### config.mk
export PLATFORM = sky130hd
export DESIGN_NAME = spi_regbank_ctrl_flat
export DESIGN_NICKNAME = d
export VERILOG_FILES = /design/src/rtl/spi_regbank_ctrl_if.sv /design/src/rtl/spi_regbank_ctrl.sv /design/src/flat_wrapper.sv
export SDC_FILE = /design/constraint.sdc
export NUM_CORES = 1
export LEC_CHECK = 0
export BUFFER_PORTS_ARGS = -buffer_cell sky130_fd_sc_hd__buf_2
export CORE_ASPECT_RATIO = 0.9
export CORE_MARGIN = 5
export CORE_UTILIZATION = 45
export DETAILED_ROUTE_END_ITERATION = 16
export PLACE_DENSITY = 0.68
export SETUP_SLACK_MARGIN = 0.05
export SLEW_MARGIN = 25
export SYNTH_ARGS = -nofsm -noshare
export SYNTH_HDL_FRONTEND = slang
export SYNTH_SLANG_ARGS = --single-unit
### constraint.sdc
create_clock -name XTALCLK -period 2.09 [get_ports XTALCLK]
set_input_delay 0.1045 -clock XTALCLK [delete_from_list [all_inputs] [get_ports XTALCLK]]
set_output_delay 0.1045 -clock XTALCLK [all_outputs]
set_load 0.05 [all_outputs]
### src/rtl/spi_regbank_ctrl_if.sv
// MCU-side SPI pins and board-level register/chip-select outputs of the
// SPI register-bank controller, bundled so the bench and top share one view.
interface spi_regbank_ctrl_if;
  logic       CLK;
  logic       CS;
  logic       MOSI;
  logic       SPECIAL;
  logic [7:0] reg_led;
  logic [7:0] reg_mux;
  logic       adc03_cs;
  logic       frame_err;
  logic [7:0] frame_cnt;

  modport master (
    output CLK, CS, MOSI, SPECIAL,
    input  reg_led, reg_mux, adc03_cs, frame_err, frame_cnt
  );

  modport slave (
    input  CLK, CS, MOSI, SPECIAL,
    output reg_led, reg_mux, adc03_cs, frame_err, frame_cnt
  );
endinterface

### src/rtl/spi_regbank_ctrl.sv
// Oversampled SPI write-frame receiver driving the LED/MUX register bank and
// gating MCU CS onto the ADC03 chip select between transactions only.
module spi_regbank_ctrl #(
  parameter int FRAME_BITS  = 16,
  parameter int SYNC_STAGES = 2,
  parameter int ADDR_LED    = 7,
  parameter int ADDR_MUX    = 8,
  parameter int ADDR_STAT   = 9
) (
  input  logic                XTALCLK,
  input  logic                RESET_N,
  spi_regbank_ctrl_if.slave   bus,
  output logic [2:0]          dbg_state_o
);

  typedef enum logic [2:0] {
    IDLE   = 3'd0,
    SHIFT  = 3'd1,
    COMMIT = 3'd2,
    ABORT  = 3'd3,
    PASS   = 3'd4
  } state_e;

  localparam int                CNT_W   = $clog2(FRAME_BITS + 2);
  localparam logic [CNT_W-1:0]  CNT_MAX = CNT_W'(FRAME_BITS + 1);
  localparam logic [CNT_W-1:0]  CNT_OK  = CNT_W'(FRAME_BITS);

  logic [SYNC_STAGES-1:0] clk_sync_q, cs_sync_q, mosi_sync_q, spec_sync_q;
  logic [SYNC_STAGES-1:0] vld_sync_q;
  logic clk_s, cs_s, mosi_s, spec_s, sync_vld;
  logic clk_prev_q, cs_prev_q, spec_prev_q, armed_q;
  logic clk_fall, cs_fall, spec_rise;

  state_e                state_q, state_d;
  logic [FRAME_BITS-1:0] shift_q, shift_d;
  logic [CNT_W-1:0]      cnt_q, cnt_d;
  logic [7:0]            led_q, led_d, mux_q, mux_d, fcnt_q, fcnt_d;
  logic [7:0]            mux_sel_q, mux_sel_d, addr;
  logic                  err_q, err_d;

  always_ff @(posedge XTALCLK or negedge RESET_N) begin
    if (!RESET_N) begin
      clk_sync_q  <= '0;
      cs_sync_q   <= '1;
      mosi_sync_q <= '0;
      spec_sync_q <= '0;
      vld_sync_q  <= '0;
      clk_prev_q  <= 1'b0;
      cs_prev_q   <= 1'b1;
      spec_prev_q <= 1'b0;
      armed_q     <= 1'b0;
    end else begin
      clk_sync_q  <= {clk_sync_q[SYNC_STAGES-2:0], bus.CLK};
      cs_sync_q   <= {cs_sync_q[SYNC_STAGES-2:0], bus.CS};
      mosi_sync_q <= {mosi_sync_q[SYNC_STAGES-2:0], bus.MOSI};
      spec_sync_q <= {spec_sync_q[SYNC_STAGES-2:0], bus.SPECIAL};
      vld_sync_q  <= {vld_sync_q[SYNC_STAGES-2:0], 1'b1};
      clk_prev_q  <= clk_s;
      cs_prev_q   <= cs_s;
      spec_prev_q <= spec_s;
      // A frame already open when reset releases must not look like a new CS fall.
      armed_q     <= armed_q | (sync_vld & cs_s);
    end
  end

  assign clk_s     = clk_sync_q[SYNC_STAGES-1];
  assign cs_s      = cs_sync_q[SYNC_STAGES-1];
  assign mosi_s    = mosi_sync_q[SYNC_STAGES-1];
  assign spec_s    = spec_sync_q[SYNC_STAGES-1];
  assign sync_vld  = vld_sync_q[SYNC_STAGES-1];
  assign clk_fall  = clk_prev_q & ~clk_s;
  assign cs_fall   = armed_q & cs_prev_q & ~cs_s;
  assign spec_rise = ~spec_prev_q & spec_s;
  assign addr      = shift_q[FRAME_BITS-1 -: 8];

  always_ff @(posedge XTALCLK or negedge RESET_N) begin
    if (!RESET_N) begin
      state_q   <= IDLE;
      shift_q   <= '0;
      cnt_q     <= '0;
      led_q     <= '0;
      mux_q     <= '0;
      fcnt_q    <= '0;
      err_q     <= 1'b0;
      mux_sel_q <= '0;
    end else begin
      state_q   <= state_d;
      shift_q   <= shift_d;
      cnt_q     <= cnt_d;
      led_q     <= led_d;
      mux_q     <= mux_d;
      fcnt_q    <= fcnt_d;
      err_q     <= err_d;
      mux_sel_q <= mux_sel_d;
    end
  end

  always_comb begin
    state_d = state_q;
    shift_d = shift_q;
    cnt_d   = cnt_q;
    led_d   = led_q;
    mux_d   = mux_q;
    fcnt_d  = fcnt_q;
    err_d   = err_q;
    case (state_q)
      IDLE: begin
        if (cs_fall) begin
          if (spec_s) begin
            state_d = PASS;
          end else begin
            state_d = SHIFT;
            cnt_d   = '0;
            shift_d = '0;
          end
        end
      end
      SHIFT: begin
        // The shift happens even on the exit cycle so COMMIT sees the final count.
        if (clk_fall) begin
          shift_d = {shift_q[FRAME_BITS-2:0], mosi_s};
          if (cnt_q != CNT_MAX) cnt_d = cnt_q + 1'b1;
        end
        if (spec_rise)  state_d = ABORT;
        else if (cs_s)  state_d = COMMIT;
      end
      COMMIT: begin
        state_d = IDLE;
        if (cnt_q == CNT_OK) begin
          if (addr == 8'(ADDR_LED))       led_d = shift_q[7:0];
          else if (addr == 8'(ADDR_MUX))  mux_d = shift_q[7:0];
          else if (addr == 8'(ADDR_STAT)) err_d = 1'b0;
          fcnt_d = fcnt_q + 8'd1;
        end else begin
          err_d = 1'b1;
        end
      end
      ABORT: begin
        err_d = 1'b1;
        if (cs_s) state_d = IDLE;
      end
      PASS: begin
        if (cs_s) state_d = IDLE;
      end
      default: state_d = IDLE;
    endcase
  end

  // Routing only follows reg_mux between transactions, never mid-frame.
  assign mux_sel_d = (state_q == IDLE && cs_s) ? mux_q : mux_sel_q;

  assign bus.adc03_cs  = (mux_sel_q == 8'd1 && bus.SPECIAL) ? bus.CS : 1'b1;
  assign bus.reg_led   = led_q;
  assign bus.reg_mux   = mux_q;
  assign bus.frame_err = err_q;
  assign bus.frame_cnt = fcnt_q;
  assign dbg_state_o   = state_q;

endmodule

### src/flat_wrapper.sv
// flat-port wrapper written by rule: the top's interface ports become plain ports
module spi_regbank_ctrl_flat 
#(
  parameter int FRAME_BITS  = 16,
  parameter int SYNC_STAGES = 2,
  parameter int ADDR_LED    = 7,
  parameter int ADDR_MUX    = 8,
  parameter int ADDR_STAT   = 9
)
  (XTALCLK, RESET_N, dbg_state_o, bus_CLK, bus_CS, bus_MOSI, bus_SPECIAL, bus_reg_led, bus_reg_mux, bus_adc03_cs, bus_frame_err, bus_frame_cnt);
  spi_regbank_ctrl_if bus_i ();
  input  logic XTALCLK;
  input  logic RESET_N;
  output logic [2:0] dbg_state_o;
  input wire logic [$bits(bus_i.CLK)-1:0] bus_CLK;
  input wire logic [$bits(bus_i.CS)-1:0] bus_CS;
  input wire logic [$bits(bus_i.MOSI)-1:0] bus_MOSI;
  input wire logic [$bits(bus_i.SPECIAL)-1:0] bus_SPECIAL;
  output wire logic [$bits(bus_i.reg_led)-1:0] bus_reg_led;
  output wire logic [$bits(bus_i.reg_mux)-1:0] bus_reg_mux;
  output wire logic [$bits(bus_i.adc03_cs)-1:0] bus_adc03_cs;
  output wire logic [$bits(bus_i.frame_err)-1:0] bus_frame_err;
  output wire logic [$bits(bus_i.frame_cnt)-1:0] bus_frame_cnt;
  assign bus_i.CLK = bus_CLK;
  assign bus_i.CS = bus_CS;
  assign bus_i.MOSI = bus_MOSI;
  assign bus_i.SPECIAL = bus_SPECIAL;
  assign bus_reg_led = bus_i.reg_led;
  assign bus_reg_mux = bus_i.reg_mux;
  assign bus_adc03_cs = bus_i.adc03_cs;
  assign bus_frame_err = bus_i.frame_err;
  assign bus_frame_cnt = bus_i.frame_cnt;
  spi_regbank_ctrl #(.FRAME_BITS(FRAME_BITS), .SYNC_STAGES(SYNC_STAGES), .ADDR_LED(ADDR_LED), .ADDR_MUX(ADDR_MUX), .ADDR_STAT(ADDR_STAT)) u_core (.XTALCLK(XTALCLK), .RESET_N(RESET_N), .bus(bus_i), .dbg_state_o(dbg_state_o));
endmodule
==> flow_summary.ini <==
[sta]
slew_headroom = 0.629
rsz0062_at_grt = no
tightest_slew_ns = 0.548
period_needed_ns = 1.78
post-route-period-util = 0.850
finalSetupViolations = 0
hold_viol = 0
fin_skew_ns = 0.00682
tns_ns = 0
fmax_mhz = 563
final_max_slew_viol_count = 0

[floorplanning]
die-width_um = 96.9
die_h_um = 88.2
ios = 35
coreArea_sq_um = 6590
rows = 28
fp.dieArea_sq_um = 8550
initial_core_util = 0.464

[placed_design]
gp_congestion = 0.836
io_buffers = 34
dpl.hpwl_um = 3760

[global_routing]
first_global_vias = 1985
grt_pass1_wl_um = 9990
use_met2 = 0.236
grt_use_total = 0.149
use_met1 = 0.192
antenna_found_initial = 0
busiest_layer = met2
gr-total-overflow = 0
grt_max_degree = 49
use_met3 = 0.0573

[clock_tree]
cts_made_buffers = 9
cts_num_sinks = 71
post_cts_buffers = 0
cts_buffer_depth = 2
cts_tree = yes
cts_root_buf = clkbuf_8
htreeDepth = 3
path_clk_slew_ns = 0.07
clk_latency_ns = 0.34

[run]
drv_cap = 0

[worst_setup_path]
slowest_stage = dfrtp_1
path_class = reg2reg
crit_family = simple AND/OR/NAND/NOR gates
cp.required_ns = 2.32
arrival_ns = 2.00
startpoint_type = flop
cp_num_buf_inv = 1
slowest_delay_ns = 0.41
r2r_end = u_core.bus.reg_mux[5]
cp_cell_sequence = inv_1, ha_1, and4bb_1, nand4_4, mux2_2
cp.depth = 5
r2r_cells = 5
r2r_slack_ns = 0.31
cp_max_fo = 8
r2r_start = u_core.cnt_q[1]
crit_path_end_kind = flop

[yosys]
synth_ff_type = dfrtp_1
yosys-top-cells-count = 68 x dfrtp_1, 25 x mux2_2, 22 x inv_1
netlist_area_sq_um = 3060
syn_avg_cell_area_sq_um = 13.4
synth_edf_count = 0
synth_area_leaders = dfrtp_1 56%, mux2_2 9.2%, mux2i_1 5.2%, inv_1 2.7%, dfstp_2 2.6%
synth-seq-cells = 71
synth_top_area_cell = dfrtp_1
ys_types = 45
synth_top_area_frac = 0.556
async_flop_share = 1.00
yosysMostFrequentCell = dfrtp_1
yosysSeqAreaShare = 0.582
synthesis.nets = 239
syn_inst = 229
ys_warn_count = 0

[hold_path]
hold_path_class = in2async

[power_and_ir_drop]
power_density_nw_per_um2 = 774
power_uw = 2750
leakage_uw = 0.00166
ir_drop_mv = 0.392

[drt]
drt_first_pass_iters = 4
route.detailed.wl_per_inst_um = 14.7
via_per_inst = 5.01
drcViolationCount = 0
drt_iter0_drc = 86
vias = 1863
ant_nets = 0
routed_wl_um = 5460

[outcome]
status = finished clean

[final_layout]
final_net_count = 287
drive_gt1_frac = 0.316
synthToLayoutAreaGrowth_pct = 16.0
antennaDiodeCount = 0
fillers = 602
layout make-up:
class / instances / area [sq um] / share of cell area
clock buffers: 12 / 135 / 0.0381
clock inverters: 4 / 22.5 / 0.00635
inverters: 22 / 82.6 / 0.0233
multi-input cells: 128 / 1120 / 0.317
flip-flops and latches: 71 / 1780 / 0.502
well taps: 90 / 113 / 0.0317
repair buffers: 45 / 290 / 0.0818
worst max-delay path by stage:
stage | slack [ns] | end | start
2_1_floorplan | 0.30 | u_core.mux_sel_q[0] | u_core.dbg_state_o[1]
3_3_place_gp | 0.35 | u_core.bus.reg_mux[1] | u_core.cnt_q[1]
3_5_place_dp | 0.32 | u_core.bus.reg_mux[2] | u_core.cnt_q[1]
4_1_cts | 0.30 | u_core.bus.reg_mux[5] | u_core.cnt_q[1]
5_1_grt | 0.21 | u_core.bus.reg_led[1] | u_core.cnt_q[0]
6_report | 0.31 | u_core.bus.reg_mux[5] | u_core.cnt_q[1]
cells by family (layout without fill, tap and decap cells):
group / Yosys count / in the layout / share of synthesized area
mux: 41 / 41 / 0.144
fa+ha+maj: 4 / 4 / 0.0164
buf+inv: 30 / 83 / 0.0503
flops: 71 / 71 / 0.582
other cells: 1 / 1 / 0.00123
xor+xnor: 7 / 7 / 0.0200
compound gates: 17 / 17 / 0.0450
simple gates: 58 / 58 / 0.140
flip-flops by register name, summed over array words and instances, names as in the netlist:
name	cells
u_core.bus.frame_err	1
u_core.cnt_q	5
u_core.spec_sync_q	2
u_core.bus.frame_cnt	8
u_core.dbg_state_o	3
u_core.cs_prev_q	1
u_core.bus.reg_led	8
u_core.cs_sync_q	2
u_core.clk_prev_q	1
u_core.mosi_sync_q	2
u_core.mux_sel_q	8
u_core.spec_prev_q	1
u_core.clk_sync_q	2
u_core.armed_q	1
u_core.bus.reg_mux	8
u_core.vld_sync_q	2
u_core.shift_q	16
cell usage in the layout, fill, tap and decap left out, types with 4 or more instances in the layout:
cell and n:
a31oi_1 4, buf_2 34, buf_4 4, clkbuf_8 9
dfrtp_1 68, dlygate4sd3_1 5, ha_1 4, inv_1 22
mux2_2 25, mux2i_1 16, nand2_1 18, nand3_1 4
nand4_1 6, xnor2_1 7
layer usage:
layer	wire (um)	part of all wire
met4	30	0.0055
met5	0	0
met1	2570	0.47
met3	307	0.056
met2	2560	0.47
power by group:
| group | total (uW) | switching [uW] | internal [uW] | leakage (uW) |
|---|---|---|---|---|
| logic | 347 | 211 | 136 | 0.000633 |
| registers | 1490 | 63.7 | 1430 | 0.000944 |
| clock network | 905 | 479 | 426 | 0.0000801 |
through the flow:
| step | setup slack, ns | util | hold WS, ns | cells | instance area [sq um] |
|---|---|---|---|---|---|
| after floorplan | 0.295 | - | -0.191 | 229 | 3060 |
| after global placement | 0.352 | 0.507 | 0.136 | 351 | 3340 |
| after detailed placement | 0.322 | 0.507 | 0.137 | 351 | 3340 |
| after CTS | 0.300 | 0.539 | 0.290 | 372 | 3550 |
| after global routing | 0.206 | 0.539 | 0.343 | 372 | 3550 |
| final | 0.313 | 0.539 | 0.286 | 372 | 3550 |
worst register-to-register path: cells and delay by family (launching register included):
kind          cells  cell delay (ns)
mux               1             0.35
buf+inv           1             0.12
flops             1             0.41
fa+ha+maj         1             0.15
simple gates      2             0.64
repair_timing:
| item | in CTS | in global routing |
|---|---|---|
| hold buffers | 5 | 0 |
| setup endpoints to repair | 0 | 0 |
| hold endpoints to repair | 27 | 0 |
| gates resized for setup | 0 | 0 |
No activity file was read; power rests on OpenSTA's default activity.
